`config.mk`:
```
export PLATFORM = sky130hd
export DESIGN_NAME = pt_write_buffer_flat
export DESIGN_NICKNAME = d
export VERILOG_FILES = /design/src/rtl/pt_write_buffer_if.sv /design/src/rtl/pt_write_buffer.sv /design/src/flat_wrapper.sv
export SDC_FILE = /design/constraint.sdc
export NUM_CORES = 1
export LEC_CHECK = 0
export ABC_AREA = 1
export CORE_MARGIN = 4
export CORE_UTILIZATION = 45
export CTS_CLUSTER_SIZE = 14
export DETAILED_ROUTE_END_ITERATION = 7
export PLACE_DENSITY = 0.65
export SLEW_MARGIN = 10
export SYNTH_ARGS = -nofsm -noshare
export SYNTH_HDL_FRONTEND = slang
export SYNTH_SLANG_ARGS = --single-unit
```
`constraint.sdc`:
```
create_clock -name clk -period 2.42 [get_ports clk]
set_clock_uncertainty 0.15 [all_clocks]
set_input_delay 0.484 -clock clk [delete_from_list [all_inputs] [get_ports clk]]
set_output_delay 0.484 -clock clk [all_outputs]
set_load 0.02 [all_outputs]
```
`src/rtl/pt_write_buffer_if.sv`:
```
// pt_write_buffer_if
//   Bundles the two handshakes around pt_write_buffer.
//   Pixel-write side: pt_pixel_write[17:0], pt_x[9:0], pt_y[8:0] and pt_wr come from
//   projective_transform. ptflag goes back to it as the "may write next cycle" permit.
//   Memory side: mem_wr_req, mem_addr[18:0] and mem_data[17:0] show the FIFO head.
//   mem_wr_ack comes back from memory_interface.
//   modport slave  : the write buffer's view.
//   modport master : the surrounding environment's view (transform + memory).
interface pt_write_buffer_if;
  logic [17:0] pt_pixel_write;
  logic [9:0]  pt_x;
  logic [8:0]  pt_y;
  logic        pt_wr;
  logic        ptflag;
  logic        mem_wr_req;
  logic [18:0] mem_addr;
  logic [17:0] mem_data;
  logic        mem_wr_ack;

  modport slave (
    input  pt_pixel_write, pt_x, pt_y, pt_wr, mem_wr_ack,
    output ptflag, mem_wr_req, mem_addr, mem_data
  );

  modport master (
    output pt_pixel_write, pt_x, pt_y, pt_wr, mem_wr_ack,
    input  ptflag, mem_wr_req, mem_addr, mem_data
  );
endinterface

```
`src/rtl/pt_write_buffer.sv`:
```
// pt_write_buffer
//   Accepts transformed pixel writes and discards off-screen coordinates. Each
//   on-screen write has its (x,y) converted to a linear frame-buffer address
//   (y*640 + x). The address and pixel are queued in a small show-ahead FIFO,
//   and the FIFO is drained to memory with a req/ack handshake.
// Ports
//   clk           : system clock
//   reset         : synchronous, active-high; clears pointers, flags and storage
//   bus (slave)   : pixel-write inputs, ptflag permit, memory req/addr/data/ack
//   overflow      : sticky; an on-screen write arrived while the FIFO was full
//   dropped_count : 16-bit saturating count of off-screen writes (DROP_COUNT_EN only)
// Configuration
//   Define DROP_COUNT_EN to add the dropped_count port and its counter.
module pt_write_buffer #(
  parameter int DEPTH     = 8,
  parameter int LOG_DEPTH = 3,
  parameter int H_ACTIVE  = 640,
  parameter int V_ACTIVE  = 480
) (
  input  logic                clk,
  input  logic                reset,
  pt_write_buffer_if.slave    bus,
  output logic                overflow
`ifdef DROP_COUNT_EN
  ,
  output logic [15:0]         dropped_count
`endif
);

  localparam int CNT_W = LOG_DEPTH + 1;
  localparam logic [CNT_W-1:0] FULL_CNT = CNT_W'(DEPTH);
  // Two free slots are kept when ptflag is high. This absorbs the one write that
  // can already be in flight when ptflag falls.
  localparam logic [CNT_W-1:0] FLAG_MAX = CNT_W'(DEPTH - 2);
  localparam logic [9:0]       X_LIM    = 10'(H_ACTIVE);
  localparam logic [8:0]       Y_LIM    = 9'(V_ACTIVE);

  logic [18:0]          addr_q [DEPTH];
  logic [18:0]          addr_d [DEPTH];
  logic [17:0]          data_q [DEPTH];
  logic [17:0]          data_d [DEPTH];
  logic [LOG_DEPTH-1:0] wr_ptr_q, wr_ptr_d;
  logic [LOG_DEPTH-1:0] rd_ptr_q, rd_ptr_d;
  logic [CNT_W-1:0]     count_q, count_d;
  logic                 ptflag_q, ptflag_d;
  logic                 overflow_q, overflow_d;

  logic        on_screen;
  logic        pop;
  logic        push;
  logic        lost;
  logic [18:0] y_ext;
  logic [18:0] push_addr;

  assign on_screen = (bus.pt_x < X_LIM) && (bus.pt_y < Y_LIM);
  // y*640 written as y*512 + y*128. The largest result is 307199, which fits in 19 bits.
  assign y_ext     = {10'd0, bus.pt_y};
  assign push_addr = (y_ext << 9) + (y_ext << 7) + {9'd0, bus.pt_x};
  assign pop       = (count_q != '0) && bus.mem_wr_ack;
  // A full FIFO still accepts a push when the head leaves in the same cycle.
  assign push      = bus.pt_wr && on_screen && ((count_q != FULL_CNT) || pop);
  assign lost      = bus.pt_wr && on_screen && (count_q == FULL_CNT) && !pop;

  always_comb begin
    addr_d     = addr_q;
    data_d     = data_q;
    wr_ptr_d   = wr_ptr_q;
    rd_ptr_d   = rd_ptr_q;
    count_d    = count_q;
    overflow_d = overflow_q | lost;
    if (push) begin
      addr_d[wr_ptr_q] = push_addr;
      data_d[wr_ptr_q] = bus.pt_pixel_write;
      wr_ptr_d         = wr_ptr_q + 1'b1;
    end
    if (pop) begin
      rd_ptr_d = rd_ptr_q + 1'b1;
    end
    case ({push, pop})
      2'b10:   count_d = count_q + 1'b1;
      2'b01:   count_d = count_q - 1'b1;
      default: count_d = count_q;
    endcase
    ptflag_d = (count_d <= FLAG_MAX);
  end

  always_ff @(posedge clk) begin
    if (reset) begin
      addr_q     <= '{default: '0};
      data_q     <= '{default: '0};
      wr_ptr_q   <= '0;
      rd_ptr_q   <= '0;
      count_q    <= '0;
      ptflag_q   <= 1'b0;
      overflow_q <= 1'b0;
    end else begin
      addr_q     <= addr_d;
      data_q     <= data_d;
      wr_ptr_q   <= wr_ptr_d;
      rd_ptr_q   <= rd_ptr_d;
      count_q    <= count_d;
      ptflag_q   <= ptflag_d;
      overflow_q <= overflow_d;
    end
  end

`ifdef DROP_COUNT_EN
  logic [15:0] drop_cnt_q, drop_cnt_d;

  always_comb begin
    drop_cnt_d = drop_cnt_q;
    if (bus.pt_wr && !on_screen && (drop_cnt_q != 16'hFFFF)) begin
      drop_cnt_d = drop_cnt_q + 16'd1;
    end
  end

  always_ff @(posedge clk) begin
    if (reset) begin
      drop_cnt_q <= '0;
    end else begin
      drop_cnt_q <= drop_cnt_d;
    end
  end

  assign dropped_count = drop_cnt_q;
`endif

  // Show-ahead: the head entry is read straight from storage.
  assign bus.mem_wr_req = (count_q != '0);
  assign bus.mem_addr   = addr_q[rd_ptr_q];
  assign bus.mem_data   = data_q[rd_ptr_q];
  assign bus.ptflag     = ptflag_q;
  assign overflow       = overflow_q;

endmodule
```
`src/flat_wrapper.sv`:
```
// flat-port wrapper written by rule: the top's interface ports become plain ports
module pt_write_buffer_flat 
#(
  parameter int DEPTH     = 8,
  parameter int LOG_DEPTH = 3,
  parameter int H_ACTIVE  = 640,
  parameter int V_ACTIVE  = 480
)
  (clk, reset, overflow, bus_pt_pixel_write, bus_pt_x, bus_pt_y, bus_pt_wr, bus_mem_wr_ack, bus_ptflag, bus_mem_wr_req, bus_mem_addr, bus_mem_data);
  pt_write_buffer_if bus_i ();
  input  logic clk;
  input  logic reset;
  output logic overflow;
  input wire logic [$bits(bus_i.pt_pixel_write)-1:0] bus_pt_pixel_write;
  input wire logic [$bits(bus_i.pt_x)-1:0] bus_pt_x;
  input wire logic [$bits(bus_i.pt_y)-1:0] bus_pt_y;
  input wire logic [$bits(bus_i.pt_wr)-1:0] bus_pt_wr;
  input wire logic [$bits(bus_i.mem_wr_ack)-1:0] bus_mem_wr_ack;
  output wire logic [$bits(bus_i.ptflag)-1:0] bus_ptflag;
  output wire logic [$bits(bus_i.mem_wr_req)-1:0] bus_mem_wr_req;
  output wire logic [$bits(bus_i.mem_addr)-1:0] bus_mem_addr;
  output wire logic [$bits(bus_i.mem_data)-1:0] bus_mem_data;
  assign bus_i.pt_pixel_write = bus_pt_pixel_write;
  assign bus_i.pt_x = bus_pt_x;
  assign bus_i.pt_y = bus_pt_y;
  assign bus_i.pt_wr = bus_pt_wr;
  assign bus_i.mem_wr_ack = bus_mem_wr_ack;
  assign bus_ptflag = bus_i.ptflag;
  assign bus_mem_wr_req = bus_i.mem_wr_req;
  assign bus_mem_addr = bus_i.mem_addr;
  assign bus_mem_data = bus_i.mem_data;
  pt_write_buffer #(.DEPTH(DEPTH), .LOG_DEPTH(LOG_DEPTH), .H_ACTIVE(H_ACTIVE), .V_ACTIVE(V_ACTIVE)) u_core (.clk(clk), .reset(reset), .bus(bus_i), .overflow(overflow));
endmodule
```
==> summary.txt, run 1 <==
Final nets: 2166
GP Congestion: 0.849
Critical path capture point type: output pin
Most common cell after layout, fill and taps aside: nand2_1
FILL cells: 2818
Die Span Y: 184 um
ANT nets after route: 0
Fin crit share: 1.10
First-pass GRT wire length: 66.9 mm
Cell Rows: 64
Cell Area, Synth: 14000 um^2
Drt first pass iters: 5
Largest net degree at the start of global routing: 93
Post-synthesis mux area share: 0.000717
Synth Instances: 1993
Placed Cells incl. Taps: 2439
Max_cap viols: 0
Clock Path Buffers: 3
Worst-skew pair later-pin latency: 0.50 ns
Most frequent cells in the layout: nand2_1, a21oi_1, dfxtp_1
Hold Fails Final Rpt: 0
FF/Latch Area: 6170 um^2
Seq cells post-synth: 308
P_leak: 6.80 nW
Total CTS buffers: 35
Antenna cells: 0
Synth area leaders: dfxtp_1, a21oi_1, o21ai_0
Largest family of logic cells by synthesized area: compound AO/OA/AOI/OAI gates
Die Area: 33900 um^2
Post-synth top area cell: dfxtp_1
Post-detail-place hpwl: 24.1 mm
Grt ovf: 0
Initial antenna violation count: 0
Wire per inst: 16.9 um
Post-Syn Nets: 2058
Setup violations, final: 37
Initial core utilization: 0.456
Non-filler instance count after layout: 2522
Detailed-route DRC error count: 0
HP Class: reg2reg
Setup slack after layout: -0.231 ns
Syn_area_per_cell: 7.00 um^2
Chip width: 184 um
Final Max Slew Viols: 0
IO Port Bufs: 80
Layout cells sized above 1: 0.153
Power Density: 990 nW/um^2
Post-synthesis sequential area ratio: 0.442
Vias in the first global route: 13000
Startpoint types: register
Vias per cell: 5.45
Drt total wl: 42.6 mm
Simple-Gate Fraction of Synth Area: 0.173
Core region area: 30600 um^2
Crit Path Class: reg2out
VDD IR max: 0.626 mV
Final Critical Period: 2.65 ns
Netlist cell types: 30
Synth top area share: 0.442
H-tree depth: 2
GR Util All Layers: 0.238
Finished Core Util: 0.585
Sink Count: 308
Worst EP arrival: 2.02 ns
Clock root cell: clkbuf_16
Yosys warnings: 0
Xor and xnor fraction of the mapped netlist area: 0.00251
Post-synthesis compound-gate area fraction: 0.271
Status: finished, violations left
Multi-input logic area: 6920 um^2
Worst-path fanout max: 9
Post-Synth Adder-Cell Area: 0.0226
I/O pins: 81
RSZ-0062 raised after global routing: yes
Synthesis-to-layout area growth: 28.3%
Req. time, crit path: 1.79 ns
Fmax: 0.377 GHz
Max_slew headroom: 0.572
Clk pin slew, worst setup/hold paths: 0.06 ns
1st-iter DRT viols: 1019
Routed vias: 13700
Failing checks: negative setup slack
Worst-Margin Slew: 0.643 ns
CTS tree: built
-- Yosys cell counts --
cell	n
o21ai_0	308
o21ai_2	1
nor2_1	171
nand3_1	29
fa_1	2
a31oi_1	30
inv_1	164
a21oi_1	386
buf_1	6
nand4_4	1
nor3_1	1
nor2_2	8
a21o_1	1
o21bai_1	1
o22ai_1	15
inv_2	1
ha_1	22
dfxtp_1	308
nand3_4	1
or2_2	1
nor2_4	1
nand3_2	5
xor2_1	4
a21boi_0	1
nand4_1	4
buf_6	3
buf_2	39
clkbuf_1	94
mux2i_1	1
nand2_1	384
-- critical path, stage by stage (launching register included) --
cell     delay [ns]
dfxtp_4        0.35
buf_12         0.15
inv_6          0.13
buf_12         0.15
buf_4          0.13
nor2_2         0.04
o22ai_1        0.19
nand2_1        0.08
nand2_1        0.12
buf_4          0.16
-- worst paths after layout --
path	from	slack, ns	endpoint	depth (start not counted)
max	u_core.rd_ptr_q[0]	-0.23	bus_mem_addr[15]	9
min	u_core.addr_q[117]	0.30	u_core.addr_q[117]	2
max reg2reg	u_core.count_q[0]	0.19	u_core.bus.ptflag	15
min reg2reg	u_core.addr_q[117]	0.30	u_core.addr_q[117]	2
-- state kept, by name (all words and copies together) (netlist names) --
name               count
u_core.overflow        1
u_core.rd_ptr_q        3
u_core.wr_ptr_q        3
u_core.data_q        144
u_core.addr_q        152
u_core.count_q         4
u_core.bus.ptflag      1
-- timing repair --
item	4_1_cts	5_1_grt
hold buffers	0	0
endpoints found under the setup margin	60	111
buffers inserted	3	6
cloned	5	8
resized for setup	285	110
pin swaps	11	23
-- kinds of logic after synthesis --
group | count (synthesis)
AO/OA/AOI/OAI | 743
XOR/XNOR | 4
adder cells (fa/ha/maj) | 24
buffers and inverters | 307
flip-flops | 308
multiplexers | 1
AND/OR/NAND/NOR | 606
-- layer usage --
| metal | share of wire | GRT usage |
|---|---|---|
| met1 | 0.44 | 0.320 |
| met2 | 0.47 | 0.397 |
| met3 | 0.064 | 0.0313 |
| met4 | 0.024 | 0.0742 |
| met5 | 0 | 0 |
-- cell type report --
type | count | area share
Clock buffer | 50 | 0.0578
Clock inverter | 12 | 0.00797
Inverter | 165 | 0.0359
Multi-Input combinational cell | 1378 | 0.387
Sequential cell | 308 | 0.345
Tap cell | 396 | 0.0277
Timing Repair Buffer | 212 | 0.138
Timing Repair inverter | 1 | 0.000489
-- metrics by stage --
step | total power, W | hold slack, ns | cell area, um^2 | setup TNS, ns | worst slack (ns)
2_1_floorplan | 0.00872 | 0.280 | 14000 | 0 | 0.0227
3_3_place_gp | 0.0112 | 0.287 | 15900 | -63.27 | -0.611
3_5_place_dp | 0.0113 | 0.291 | 15900 | -67.93 | -0.644
4_1_cts | 0.0170 | 0.300 | 17400 | -5.59 | -0.209
5_1_grt | 0.0186 | 0.316 | 17900 | -8.40 | -0.284
6_report | 0.0177 | 0.301 | 17900 | -5.25 | -0.231
-- where the power goes --
part           switching [W]  internal (W)
combinational        0.00391       0.00304
sequential          0.000117       0.00525
clock                0.00208       0.00330
total                0.00611        0.0116
No activity file was read; power rests on OpenSTA's default activity.
==> inputs of run 2 (changes only) <==
Settings changed: CTS_BUF_LIST set to sky130_fd_sc_hd__clkbuf_8, SETUP_SLACK_MARGIN set to 0.15.
==> summary.txt, run 2 (synthesis gave the netlist of run 1 again) <==
IO Port Bufs: 80
Wire per inst: 17.3 um
Status: finished, violations left
Post-detail-place hpwl: 24.0 mm
First-pass GRT wire length: 68.7 mm
Final nets: 2186
Routed vias: 14100
Most frequent cells in the layout: nand2_1, a21oi_1, dfxtp_1
Fmax: 0.369 GHz
Finished Core Util: 0.587
Die Area: 33900 um^2
Chip width: 184 um
Detailed-route DRC error count: 0
Initial antenna violation count: 0
Failing checks: negative setup slack
1st-iter DRT viols: 1219
Top flop regs: u_core.addr_q: 152 flops, u_core.data_q: 144 flops, u_core.count_q: 4 flops
VDD IR max: 0.770 mV
Critical path capture point type: output pin
Crit Path Class: reg2out
Final Max Slew Viols: 0
GR Util All Layers: 0.246
Worst-skew pair later-pin latency: 0.60 ns
HP Start: u_core.data_q[25]
Non-filler instance count after layout: 2559
Clock root cell: clkbuf_8
Clock Path Buffers: 3
Cell Rows: 64
Layout cells sized above 1: 0.163
Hold Fails Final Rpt: 0
P_leak: 6.94 nW
Drt total wl: 44.2 mm
Clk pin slew, worst setup/hold paths: 0.06 ns
Synthesis-to-layout area growth: 28.8%
Placed Cells incl. Taps: 2430
Fin crit share: 1.12
Dpl cell area: 15900 um^2
Req. time, crit path: 1.79 ns
Hold worst-path end: u_core.data_q[25]
Vias in the first global route: 13100
I/O pins: 81
R2r startpoint: u_core.count_q[0]
Total CTS buffers: 53
Pwr Total: 0.0177 W
Worst-Margin Slew: 0.780 ns
GP Congestion: 0.839
Max_cap viols: 0
Power Density: 987 nW/um^2
FF/Latch Area: 6180 um^2
R2R cell count: 14
Multi-input logic area: 6930 um^2
H-tree depth: 2
Initial core utilization: 0.456
Vias per cell: 5.49
Most common cell after layout, fill and taps aside: nand2_1
Die Span Y: 184 um
Worst EP arrival: 2.08 ns
Setup violations, final: 37
Setup slack after layout: -0.292 ns
R2R Setup Slk: 0.32 ns
Grt ovf: 0
Most flops, register: u_core.addr_q
Sink Count: 308
Core region area: 30600 um^2
Antenna cells: 0
ANT nets after route: 0
Worst-path fanout max: 20
RSZ-0062 raised after global routing: yes
Max_slew headroom: 0.480
Drt first pass iters: 6
Final Instance Area: 18000 um^2
Max reg flops: 152
Startpoint types: register
RR Endpoint: u_core.bus.ptflag
HP Class: reg2reg
FILL cells: 2802
Hold path cells: 2
Final Critical Period: 2.71 ns
Largest net degree at the start of global routing: 145
CTS tree: built
==> run 2: cell types whose count changed in the layout (fill, tap and decap cells not counted), sizes merged <==
| cell | before | now |
|---|---|---|
| clkdlybuf4s50 | 38 | 34 |
| dlygate4sd3 | 0 | 1 |
| inv | 166 | 181 |
| bufbuf | 1 | 0 |
| dlygate4sd2 | 0 | 1 |
| clkinv | 9 | 4 |
| dlymetal6s2s | 4 | 7 |
| clkinvlp | 0 | 1 |
| clkbuf | 56 | 78 |
| bufinv | 3 | 2 |
| buf | 163 | 168 |
==> run 2: metrics by stage <==
step | hold WS [ns] | worst slack (ns) | setup TNS (ns)
3_5_place_dp | 0.292 | -0.541 | -64.73
2_1_floorplan | 0.280 | 0.119 | 0
4_1_cts | 0.301 | -0.302 | -9.24
6_report | 0.301 | -0.292 | -8.31
5_1_grt | 0.320 | -0.412 | -12.69
3_3_place_gp | 0.287 | -0.508 | -57.05
==> run 2: layout make-up <==
cell class                      count  area share
Clock buffer                       74      0.0567
Tap cell                          396      0.0276
Inverter                          165      0.0351
Clock inverter                     23     0.00947
Multi-Input combinational cell   1378       0.386
Sequential cell                   308       0.344
Timing Repair Buffer              215       0.142
==> run 2: routing by layer <==
metal,up-vias,wire (um),global-route usage,part of all wire
met5,-,0,0,0
met4,0,885,0.0636,0.020
met3,80,3230,0.0346,0.073
met2,544,21100,0.420,0.48
met1,6554,18900,0.328,0.43
li1,6876,-,-,-
==> run 2: how the worst max path moves through the flow <==
stage | startpoint | end | slack (ns) | depth (start not counted)
global placement | bus_pt_x[9] | u_core.addr_q[148] | -0.51 | 11
detailed placement | bus_pt_x[9] | u_core.addr_q[91] | -0.54 | 11
CTS | u_core.rd_ptr_q[0] | bus_mem_data[10] | -0.30 | 9
finish | u_core.rd_ptr_q[0] | bus_mem_data[4] | -0.29 | 8
floorplan | bus_pt_y[5] | u_core.bus.ptflag | 0.12 | 16
global route | u_core.rd_ptr_q[0] | bus_mem_data[9] | -0.41 | 8
==> run 2: power breakdown <==
part	leakage [nW]	total [W]	switching, W	internal, W
clock	0.666	0.00512	0.00219	0.00294
sequential	2.49	0.00541	0.000155	0.00526
combinational	3.79	0.00719	0.00397	0.00321
==> run 2: critical path: stages (launching register included) <==
cell	delay, ns
dfxtp_4	0.45
inv_8	0.09
buf_12	0.17
a21oi_1	0.15
o21ai_1	0.08
nand2_1	0.06
nor2_1	0.05
a31oi_1	0.22
buf_4	0.19
==> run 2: what timing repair did <==
action / in CTS / in global routing
hold endpoints to repair: 3 / 0
hold buffers: 1 / 0
resized for setup: 300 / 74
gates cloned: 12 / 5
setup buffers: 11 / 3
endpoints found under the setup margin: 80 / 111
pin swaps: 19 / 22
